<file path="src/rtl/sum8_lookahead.sv">
`default_nettype none
// +------------------------------------------------------------------------+
// | Module      : sum8_lookahead                                           |
// | Description : Registered 8-bit carry-lookahead adder built from two    |
// |               4-bit CLA groups, with a running count of output-bit     |
// |               toggles on the registered {co,sum}.                      |
// | Ports       : clk        - clock, rising-edge active                   |
// |               reset_L    - asynchronous active-low reset               |
// |               a, b       - 8-bit unsigned operands                     |
// |               ci         - carry-in                                    |
// |               sum        - registered sum [7:0]                        |
// |               co         - registered carry-out                        |
// |               trans_cnt  - accumulated toggle count of {co,sum},       |
// |                            wraps modulo 2^32                           |
// | Revision    : 1.0 - initial release                                    |
// +------------------------------------------------------------------------+
module sum8_lookahead #(
    parameter int PWR_C = 0
) (
    input  logic        clk,
    input  logic        reset_L,
    input  logic [7:0]  a,
    input  logic [7:0]  b,
    input  logic        ci,
    output logic [7:0]  sum,
    output logic        co,
    output logic [31:0] trans_cnt
);

    // PWR_C only tags this instance for power-analysis tooling; folding it
    // in with a zero weight keeps it referenced without changing any width.
    localparam int c_CNT_W = 32 + 0 * PWR_C;

    // One 4-bit CLA group. Result layout: {P, G, c[3:0]} where c[i] is the
    // carry into bit i of the group (c[0] is the group carry-in). Every
    // carry is a flat sum of products, so there is no ripple inside a group.
    function automatic logic [5:0] cla4(input logic [3:0] g,
                                        input logic [3:0] p,
                                        input logic       cin);
        logic [3:0] c;
        logic       grp_g;
        logic       grp_p;
        c[0]  = cin;
        c[1]  = g[0] | (p[0] & cin);
        c[2]  = g[1] | (p[1] & g[0]) | (p[1] & p[0] & cin);
        c[3]  = g[2] | (p[2] & g[1]) | (p[2] & p[1] & g[0])
              | (p[2] & p[1] & p[0] & cin);
        grp_g = g[3] | (p[3] & g[2]) | (p[3] & p[2] & g[1])
              | (p[3] & p[2] & p[1] & g[0]);
        grp_p = &p;
        return {grp_p, grp_g, c};
    endfunction

    logic [7:0]         w_g;
    logic [7:0]         w_p;
    logic [5:0]         w_grp0;
    logic [5:0]         w_grp1;
    logic               w_c4;
    logic [7:0]         w_carry;
    logic [7:0]         sum_d;
    logic               co_d;
    logic [3:0]         w_toggles;
    logic [c_CNT_W-1:0] trans_cnt_d;

    logic [7:0]         sum_q;
    logic               co_q;
    logic [c_CNT_W-1:0] trans_cnt_q;

    assign w_g = a & b;
    assign w_p = a ^ b;

    always_comb begin
        w_grp0  = cla4(w_g[3:0], w_p[3:0], ci);
        // Carry into the upper group comes straight from the lower group's
        // G/P and ci, not from the lower group's internal bit-3 carry.
        w_c4    = w_grp0[4] | (w_grp0[5] & ci);
        w_grp1  = cla4(w_g[7:4], w_p[7:4], w_c4);
        w_carry = {w_grp1[3:0], w_grp0[3:0]};
        sum_d   = w_p ^ w_carry;
        co_d    = w_grp1[4] | (w_grp1[5] & w_grp0[4])
                | (w_grp1[5] & w_grp0[5] & ci);
    end

    // Number of bits of the registered {co,sum} that flip on this edge.
    always_comb begin
        logic [8:0] diff;
        diff      = {co_q, sum_q} ^ {co_d, sum_d};
        w_toggles = 4'd0;
        for (int i = 0; i < 9; i++) begin
            w_toggles = w_toggles + {3'd0, diff[i]};
        end
        trans_cnt_d = trans_cnt_q + {{(c_CNT_W-4){1'b0}}, w_toggles};
    end

    always_ff @(posedge clk or negedge reset_L) begin
        if (!reset_L) begin
            sum_q       <= 8'h00;
            co_q        <= 1'b0;
            trans_cnt_q <= '0;
        end else begin
            sum_q       <= sum_d;
            co_q        <= co_d;
            trans_cnt_q <= trans_cnt_d;
        end
    end

    assign sum       = sum_q;
    assign co        = co_q;
    assign trans_cnt = trans_cnt_q[31:0];

endmodule
`default_nettype wire

</file>
<file path="config.mk">
export PLATFORM = sky130hd
export DESIGN_NAME = sum8_lookahead
export DESIGN_NICKNAME = d
export VERILOG_FILES = /design/src/rtl/sum8_lookahead.sv
export SDC_FILE = /design/constraint.sdc
export NUM_CORES = 1
export LEC_CHECK = 0
export BUFFER_PORTS_ARGS = -buffer_cell sky130_fd_sc_hd__clkbuf_2
export CORE_ASPECT_RATIO = 0.75
export CORE_MARGIN = 2
export CORE_UTILIZATION = 53
export DETAILED_ROUTE_END_ITERATION = 10
export PLACE_DENSITY = 0.84
export SKIP_CTS_REPAIR_TIMING = 1
export SYNTH_ARGS = -nofsm -noshare
export SYNTH_HDL_FRONTEND = slang
export SYNTH_SLANG_ARGS = --single-unit
</file>
<file path="constraint.sdc">
create_clock -name clk -period 7.54 [get_ports clk]
set_input_delay 1.131 -clock clk [delete_from_list [all_inputs] [get_ports clk]]
set_output_delay 1.131 -clock clk [all_outputs]
set_load 0.02 [all_outputs]
</file>
* Yosys cells after proc, flatten, opt, wreduce, memory -nomap -nowiden
Cells that the tools add are included.
** Operators by class
- Add/subtract/negate cells :: 9
- Bitwise logic cells :: 57
- Reduce and logical (&&, ||, !) cells :: 2
** Operator list (number)
- 32-bit by 4-bit adder with 32-bit output :: 1
- 1-bit bitwise AND :: 32
- 1-bit bitwise OR :: 21
- 4-bit by 1-bit adder with 4-bit output :: 5
- 8-bit XOR :: 2
- 9-bit XOR :: 1
- 8-bit bitwise AND :: 1
- 4-bit AND reduction :: 2
- 3-bit by 1-bit adder with 4-bit output :: 1
- 2-bit by 1-bit adder with 3-bit output :: 1
- 1-bit by 1-bit adder with 2-bit output :: 1
** Storage, ports and cells
- Register bits after elaboration :: 41
- Input port bits :: 19
- Output and inout port bits :: 41
- Word-level logic and storage cells :: 71

* Logic depth before layout (Yosys ltp)
Gate-level depths: netlist of run 1.
- Depth after elaboration :: 19
- Mapped depth :: 20
- Depth with buffers taken out :: 20

* Worst setup path after synthesis of run 1
Ideal clock, no wire load.
- Path type :: in2reg
- Start point :: input port a[2]
- End point :: register trans_cnt_q[8] (netlist: trans_cnt[8])
- Setup time :: 0.131 ns
- Data arrival time :: 5.580 ns
- Required time :: 7.409 ns
- Path slack :: 1.829 ns
- Cell stages on the path :: 20
- Buffers on the path :: 0
- Cells stage by stage :: ha_1 -> a21o_1 -> and2_1 -> nor3_1 -> fa_1 -> xor2_1 -> fa_1 -> inv_1 -> fa_1 -> inv_1 -> fa_1 -> inv_1 -> ha_1 -> inv_1 -> fa_1 -> nor2b_1 -> o21a_1 -> o21a_1 -> nand4_1 -> xnor2_1
** Between the ends
- Longest elaborated chain between the ends :: 15
- Elaborated cells between the ends (all ways) :: 42
- Those cells by class :: add/sub: 8; bitwise: 33; reduce/logical: 1
** Ends and longest elaborated chain
- start: declaration :: line 22 : input logic [7:0] a,
- 8-bit bitwise AND or 8-bit XOR (tied branches) :: line 69, 70
- 1-bit bitwise AND (on tied branches) :: line 48, 49
- 1-bit bitwise OR (tied with other cells) :: line 48 : grp_g = g[3] | (p[3] & g[2]) | (p[3] & p[2] & g[1])
- 1-bit bitwise OR or 1-bit bitwise AND (tied branches) :: line 48, 49
- 1-bit bitwise OR :: line 49 : | (p[3] & p[2] & p[1] & g[0]);
- 1-bit bitwise OR :: line 76 : w_c4 = w_grp0[4] | (w_grp0[5] & ci);
- 1-bit bitwise AND :: line 44 : c[1] = g[0] | (p[0] & cin);
- 1-bit bitwise OR :: line 44
- 8-bit XOR :: line 79 : sum_d = w_p ^ w_carry;
- 9-bit XOR (*) :: line 87 : diff = {co_q, sum_q} ^ {co_d, sum_d};
- branches (longest 3 deep; another with 3-bit by 1-bit adder with 4-bit output)
- 4-bit by 1-bit adder with 4-bit output (*) :: line 90 : w_toggles = w_toggles + {3'd0, diff[i]};
- 32-bit by 4-bit adder with 32-bit output (*) :: line 92 : trans_cnt_d = trans_cnt_q + {{(c_CNT_W-4){1'b0}}, w_toggles};
- via trans_cnt_d[8] :: line 63 : logic [c_CNT_W-1:0] trans_cnt_d;
- end signal: assignment :: line 103 : trans_cnt_q <= trans_cnt_d;
- end: declaration :: line 67 : logic [c_CNT_W-1:0] trans_cnt_q;
Mark *: on every way through the listed nets, which the timed path passes.

* Worst setup path after layout of run 1
- Start point :: input port a[2]
- End point :: register trans_cnt_q[10] (netlist: trans_cnt[10])
The elaborated chain is that of the path after synthesis.

==> results of run 1 <==
worst max path at each step:
stage	slack, ps	endpoint	start	depth (start not counted)
global route	1430	trans_cnt[28]	a[0]	21
floorplan	1830	trans_cnt[8]	a[2]	20
CTS	1740	trans_cnt[18]	a[2]	21
finish	1740	trans_cnt[10]	a[2]	21
global placement	1590	trans_cnt[12]	a[2]	21
detailed placement	1470	trans_cnt[12]	a[2]	21
power by group:
group	internal, mW	total, mW	switching [mW]
Clock	0.0827	0.158	0.0749
Sequential	0.271	0.314	0.0435
Combinational	0.286	0.682	0.397
through the flow:
step | hold WS [ps] | setup slack [ps] | total power, mW | std cells | instance area [um^2]
finish | 464 | 1740 | 1.15 | 340 | 2840
global route | 501 | 1430 | 1.27 | 340 | 2840
CTS | 472 | 1740 | 1.17 | 340 | 2840
detailed placement | 457 | 1470 | 0.999 | 332 | 2730
floorplan | 578 | 1830 | 0.844 | 216 | 2370
global placement | 458 | 1590 | 0.967 | 332 | 2730
worst reg2reg max path, stage by stage (launching register included):
cell	delay [ps]
dfrtp_1	400
xnor2_1	170
fa_1	520
inv_1	60
fa_1	520
inv_1	50
fa_1	470
inv_1	70
ha_1	160
inv_1	60
fa_1	390
nor2b_1	160
o21a_1	230
o21a_1	240
and3_1	190
xor2_1	140
flip-flops by register name (all words and copies together) (netlist names):
name and flops:
trans_cnt 32, co 1, sum 8
area by class of cell:
cell class                 instances  area [um^2]  area share [%]
multi-input combinational        151         1250            44.1
sequential                        41         1030            36.2
timing repair buffer              59          295            10.4
clock buffer                       7         96.3            3.40
inverter                          24         90.1            3.18
tap                               57         71.3            2.52
clock inverter                     1         5.00           0.177
Yosys cell counts, drive strengths merged (2+ instances only):
library cell   n  area, um^2
a21o           2        15.0
a21oi          6        30.0
and2           3        18.8
and3           3        18.8
dfrtp         41        1030
fa             8         160
ha            14         175
inv           24        90.1
nand2         14        52.6
nand3         10        60.1
nand4          5        43.8
nor2          15        56.3
nor2b          2        12.5
nor3          11        86.3
o2111ai        2        35.0
o21a           2        15.0
o21ai          3        15.0
xnor2         22         193
xor2          21         184
layer usage:
metal | vias to the layer above | global-route usage (%) | wire length, um
li1 | 853 | - | -
met1 | 864 | 28.7 | 2150
met2 | 49 | 32.1 | 2250
met3 | 6 | 7.51 | 268
met4 | 0 | 6.05 | 25
met5 | - | 0 | 0
placed cells by master, fill, tap and decap left out, drive strengths merged:
cell,instances
and2,3
o22ai,1
xor2,21
a21boi,1
o21bai,1
nand2,14
o21ai,3
o2111ai,2
xnor2,22
ha,14
o211ai,1
inv,24
dfrtp,41
nand4,5
a21oi,6
a311o,1
nand3,10
nor2,15
a211o,1
and3,3
clkinv,1
fa,8
o311a,1
a21o,2
nor2b,2
clkbuf,66
nor3,11
o21a,2
and4,1
cells by family after synthesis:
group,Yosys count,synth area share [%]
flops,41,43.3
buf+inv,24,3.81
compound gates,22,7.66
simple gates,64,15.1
fa+ha+maj,22,14.2
xor+xnor,43,15.9
==> metrics list, run 1 <==
* Largest net degree at the start of global routing: 42
- The H-tree was split into 2 levels.
- The critical path contains buffers and inverters numbering 5 combined.
- First-pass iteration count of the detailed router: 5
- Die boundary width: 81.2 um
- Leading register cell type out of synthesis: dfrtp_1
- The tool flagged a number of max-cap violations equal to 0.
- Of all flip-flops after synthesis, the portion carrying an async set or reset was 100%.
- The worst path uses 77.0% of the clock period.
* Number of placement rows: 21
* Antenna violations before repair: 0
- GRT Util Overall: 21.0%
* Total length of routed wires: 4.70 mm
* CTS clock-pin slew for the worst setup and hold paths: 80 ps
- Number of DRC violations after detailed routing: 0
* Number of diodes added for antenna fixing: 0
* Number of global-route vias before repair: 1,663
- CTS placed an instance of clkbuf_8 at the clock tree root.
- The wire-length estimate of the detail-placed layout is 3.70 mm.
- Number of instances in the synthesized netlist: 216
- The layout has 357 filler cells.
- Gpl congestion: 0.789
- The detail route stage leaves a number of antenna-violating nets equal to 0.
- Flip-flop and latch count after synthesis: 41
- The final route contains 1,772 vias.
* CP endpoint kind: register
- The final number of max-transition violations came to 0.
- The worst pin sits at a relative slew slack of 33.1%.
* Starting density of the core: 53.9%
- The cell area that synthesis handed to floorplanning was 2370 um^2.
- Slack of the worst reg-to-reg path: 3640 ps
* Proportion of layout cells with a drive suffix above 1: 27.6%
- Cell variety after synth: 33
- Crit Reg-Reg Startpoint: sum[0]
* Tmin final: 5800 ps
- Cell-by-cell listing of the critical path: clkbuf_2 > ha_1 > a21o_1 > and2_1 > nor3_1 > fa_1 > xor2_1 > fa_1 > inv_1 > fa_1 > inv_1 > fa_1 > inv_1 > ha_1 > inv_1 > fa_1 > nor2b_1 > o21a_1 > o21a_1 > and3_1 > xor2_1
* I/O pin cnt: 60
- IR analysis of the VDD net gives a maximum drop of 0.000250 V.
- The slowest stage of the critical path is the fa_1 cell.
- For this run, the post-layout net count is 323.
* Classification of the worst setup path: in -> reg
- Via-per-instance ratio: 5.21
- Max Freq: 172 MHz
* Post-route setup TNS: 0 ps
- Capture instance of the worst register-to-register path: trans_cnt[10]
- Insertion delay of the later-clocked pin in the worst-skew pair: 290 ps
* WP data arrival: 6020 ps
* CP Data Required Time: 7760 ps
- Maximum fanout count along the critical path: 6
- Bufs on Longest Clock Path: 2
* Setup skew after layout: 6.60 ps
- Highest cell delay on the worst timing path: 540 ps
- The tightest min-delay check is of the reg -> reg type.
* Wire length of the first global-routing pass: 7.72 mm
- Summed over all cells, the static leakage comes to 1.49 nW.
- In this design, the critical path's most frequently occurring cell is fa_1.
- Status: complete, no violations
- The die covers 5020 um^2.
* Layout-stage area growth over the synthesis result: 19.8%
- The startpoint identified for the worst hold timing path is trans_cnt[31].
* Detail-routed net length per standard cell: 13.8 um
- Dividing total power by cell area gives a power density of 407 nW/um^2.
* Count of endpoints failing setup in the final report: 0
* Setup repair after global routing missed its margin: false
- Clock tree from TritonCTS: done
- For the pin with the worst max-slew slack, the measured transition is 1000 ps.
- Number of synthesized flops with an enable pin: 0
* Number of warnings reported in the yosys synthesis log: 0
- Synthesized area per cell: 11.0 um^2
- Global routing finished with a remaining overflow of 0.
- DR iter-0 viols: 95
- Portion of the post-synthesis area used by sequential elements: 43.3%
* Top Family by Delay on Critical Path: adder cells
- Number of buffers added on ports: 59
- Worst-case reg-to-reg path depth: 15
* Final-report hold violation count: 0
- Number of clock buffers inserted by TritonCTS: 5
* Worst hold path endpoint: trans_cnt[31]
- Post-Syn Nets: 257
- STA classifies the critical path startpoint as an input pin.
* Core Box Area: 4390 um^2
* Utilization of the core after routing: 64.6%
- Die boundary height: 61.9 um
- Sink Count: 41
- Hold Path Cell Cnt: 1
Note: power is estimated with default switching activity, not from simulation.
==> run 2: changes to the inputs <==
ABC_AREA = 1   (was not set)
PLACE_DENSITY = 0.82   (was 0.84)
clock period = 5.4 ns   (was 7.54 ns; I/O delays follow)
==> run 2 against run 1 <==
  * Final cell count up 34%
  * Global-route usage increased by 2.9 points
  * Register-to-register slack lost 2000 ps
  * Clock skew grew 1.6 ps
  * Via count is 35% higher
  * Flip-flop and latch count unchanged
  * Sequential power up 38%
  * Highest routed layer unchanged
==> metrics list, run 2 <==
* Proportion of layout cells with a drive suffix above 1: 20.7%
- Via count: 2,401
* Synth Area in Simple Gates: 30.3%
- Count of endpoints failing setup in the final report: 0
* DR iter-0 viols: 167
- The worst setup path is captured at a register.
- 60 I/O pins were placed.
- Number of diodes added for antenna fixing: 0
* Area contributors post-synth: dfrtp_1 38%, nand2_1 13%, inv_1 6.5%
- In the synthesized netlist the dominant register cell turns out to be dfrtp_1.
- Headroom to the max-slew limit came out at 29.4%.
- Status: complete, no violations
- TritonCTS built the clock tree.
* Flip-flop and latch count after synthesis: 41
- Highest cell delay on the worst timing path: 540 ps
* Cell variety after synth: 25
* Final Instance Area: 3220 um^2
- Leak Pwr: 1.73 nW
* Worst-case setup margin in the final layout: 231 ps
- Entering global routing, the biggest net connects 42 pins.
- The routed design has 6.36 mm of wire.
- Summing all flip-flop and latch instances after layout gives 1030 um^2.
- Most used cells in the layout excluding fill and tap cells: 90 x nand2_1, 59 x clkbuf_2, 47 x inv_1, 41 x dfrtp_1, 29 x nor2_1
* Dominant cell by count in the synthesized netlist: nand2_1
- Placed wire-length estimate after detailed placement: 5.03 mm
- Along the worst path, the maximum fanout reaches 6.
* Worst Tran Pin Value: 1060 ps
* H-tree levels: 2
- Post-route setup TNS: 0 ps
* Setup repair after global routing missed its margin: false
* Sink Count: 41
- The final layout contains 436 nets.
- Setup WS pre-CTS: -105 ps
- The number of failing hold endpoints at the final stage was 0.
* Detail-routed net length per standard cell: 14.0 um
- The first TritonRoute pass finished after 4 iterations.
- Cell-by-cell listing of the critical path: clkbuf_2 > ha_1 > nand2_1 > inv_1 > nand3_1 > nand2_1 > inv_1 > fa_1 > xor2_1 > fa_1 > inv_1 > fa_1 > inv_1 > fa_1 > inv_1 > ha_1 > inv_1 > fa_2 > o21ai_2 > nand2_4 > nor3_4 > nand2_1 > nand2_1 > nand2_1
- Summing internal, switching and leakage power gives 1.60 mW.
* Die boundary width: 86.3 um
- Final hold slack: 510 ps
- XOR/XNOR share of the synthesized area: 9.61%
- Die boundary height: 65.8 um
* Share of the synthesized area in compound gates (AO/OA/AOI/OAI): 3.06%
- Core Box Area: 4900 um^2
- Number of instances in the synthesized netlist: 326
- Utilization of the core after routing: 65.8%
- Summing the areas of all fa, ha and maj instances in the mapped netlist gives 12.4% of the synthesized area.
* Bufs on Longest Clock Path: 2
- The routed design could run at a clock period as short as 5170 ps.
* Dominant cell type by count on the critical path: inv_1
* WP data arrival: 5350 ps
- After synthesis, flip-flops and latches occupy 38.1% of the total area.
- Filler cells: 425
- Across the VDD grid, the largest voltage drop is 0.000238 V.
- For the worst-skew pair, the clock arrives at the later sink with an insertion delay of 290 ps.
- Number of max-slew violations in the final report: 0
- By count the netlist is led by 90 x nand2_1, 47 x inv_1, 41 x dfrtp_1.
* Via-per-instance ratio: 5.27
* Slack of the worst reg-to-reg path: 1640 ps
- Combinational family with the most area after synthesis: simple AND/OR/NAND/NOR gates
- Leaving out filler cells and counting taps, the final layout contains 456.
* Element type at the critical path start: input pin
- GRT Util Overall: 23.9%
* Setup skew after layout: 8.16 ps
- Worst hold path type: reg -> reg
- Yosys mapped a number of flops with a built-in enable equal to 0.
- Number of global-route vias before repair: 2,222
* Number of warnings reported in the yosys synthesis log: 0
- The cell area that synthesis handed to floorplanning was 2700 um^2.
- Share of flip-flops with an asynchronous set or reset: 100%
- Number of DRC violations after detailed routing: 0
- Proportion of netlist area held by the largest area contributor: 38.1%
* Max Freq: 193 MHz
* Wire length of the first global-routing pass: 10.5 mm
- Starting density of the core: 55.0%
* Power density over cell area: 497 nW/um^2
* Clock root cell: clkbuf_8
- Layout-stage area growth over the synthesis result: 19.6%
- Post-Syn Nets: 367
- The number of antenna violations at the first check in global routing is 0.
* DP Area: 3090 um^2
- Total Die Area: 5680 um^2
- Number of clock buffers inserted by TritonCTS: 5
- The library cell used most frequently in the layout, excluding fill and tap cells, is nand2_1.
* Classification of the worst setup path: in -> reg
- Number of placement rows: 22
- Including well taps, the total number of placed cells is 448.
- Total congestion overflow after global routing: 0
- CP Data Required Time: 5580 ps
- Fin crit share: 95.7%
- The multi-input combinational cells in the finished layout cover a total of 1500 um^2.
* Max FFs per register: 32
* Max capacitance violation total: 0
- Gpl congestion: 0.916
- dfrtp_1 takes more of the synthesized area than any other cell.
- Number of buffers added on ports: 59
- Post-DRT Antenna Nets: 0
* CTS clock-pin slew for the worst setup and hold paths: 80 ps
- Multiplexer share of the synthesized area: 0%
- The slowest stage of the critical path belongs to the cell fa_1.
- Dividing the synthesized area by the synthesized cell count gives 8.27 um^2.
run 2: changes by cell type in the layout (fill, tap and decap cells not counted), sizes merged, moves of 3 or more:
cell / delta
inv: +23
nor2: +16
buf: +3
nand3b: +5
nand2: +78
xnor2: -12
xor2: -4
nand4: +6
and2: -3
nand3: +13
run 2: power breakdown:
group	internal [mW]	switching [mW]	leakage (nW)	total, mW
logic	0.338	0.539	1.13	0.877
clock network	0.184	0.109	0.0681	0.293
registers	0.376	0.0561	0.527	0.432
total	0.898	0.705	1.73	1.60
run 2: cells by family after synthesis:
group                      Yosys count
xor gates and xnor gates            28
adders and majority gates           22
and+or+nand+nor                    174
buffers and inverters               47
AOI/OAI and AO/OA                   14
DFF                                 41
run 2: per-layer routing:
layer	wire, um	GRT usage (%)
met5	0	0
met4	36	4.30
met3	388	4.40
met2	2760	34.5
met1	3180	37.7
run 2: critical path: cells and delay by family:
family | cells | cell delay, ps
buffers and inverters | 7 | 450
and+or+nand+nor | 8 | 890
AOI/OAI and AO/OA | 1 | 210
xor gates and xnor gates | 1 | 200
adders and majority gates | 7 | 2780
run 2: final timing paths:
path / startpoint / end / depth (start not counted)
setup / recovery: a[2] / trans_cnt[28] / 24
hold / removal: trans_cnt[31] / trans_cnt[31] / 2
setup reg to reg: sum[4] / trans_cnt[28] / 16
hold reg to reg: trans_cnt[31] / trans_cnt[31] / 2
max in group asynchronous: reset_L / trans_cnt[14] / 1
min in group asynchronous: reset_L / trans_cnt[21] / 1
run 2: area by class of cell:
type / instances / share of cell area, %
clock buffers: 5 / 2.13
clock inverters: 3 / 2.02
inverters: 47 / 5.47
multi-input cells: 238 / 46.4
flip-flops and latches: 41 / 31.8
well taps: 60 / 2.33
repair buffers: 62 / 9.86
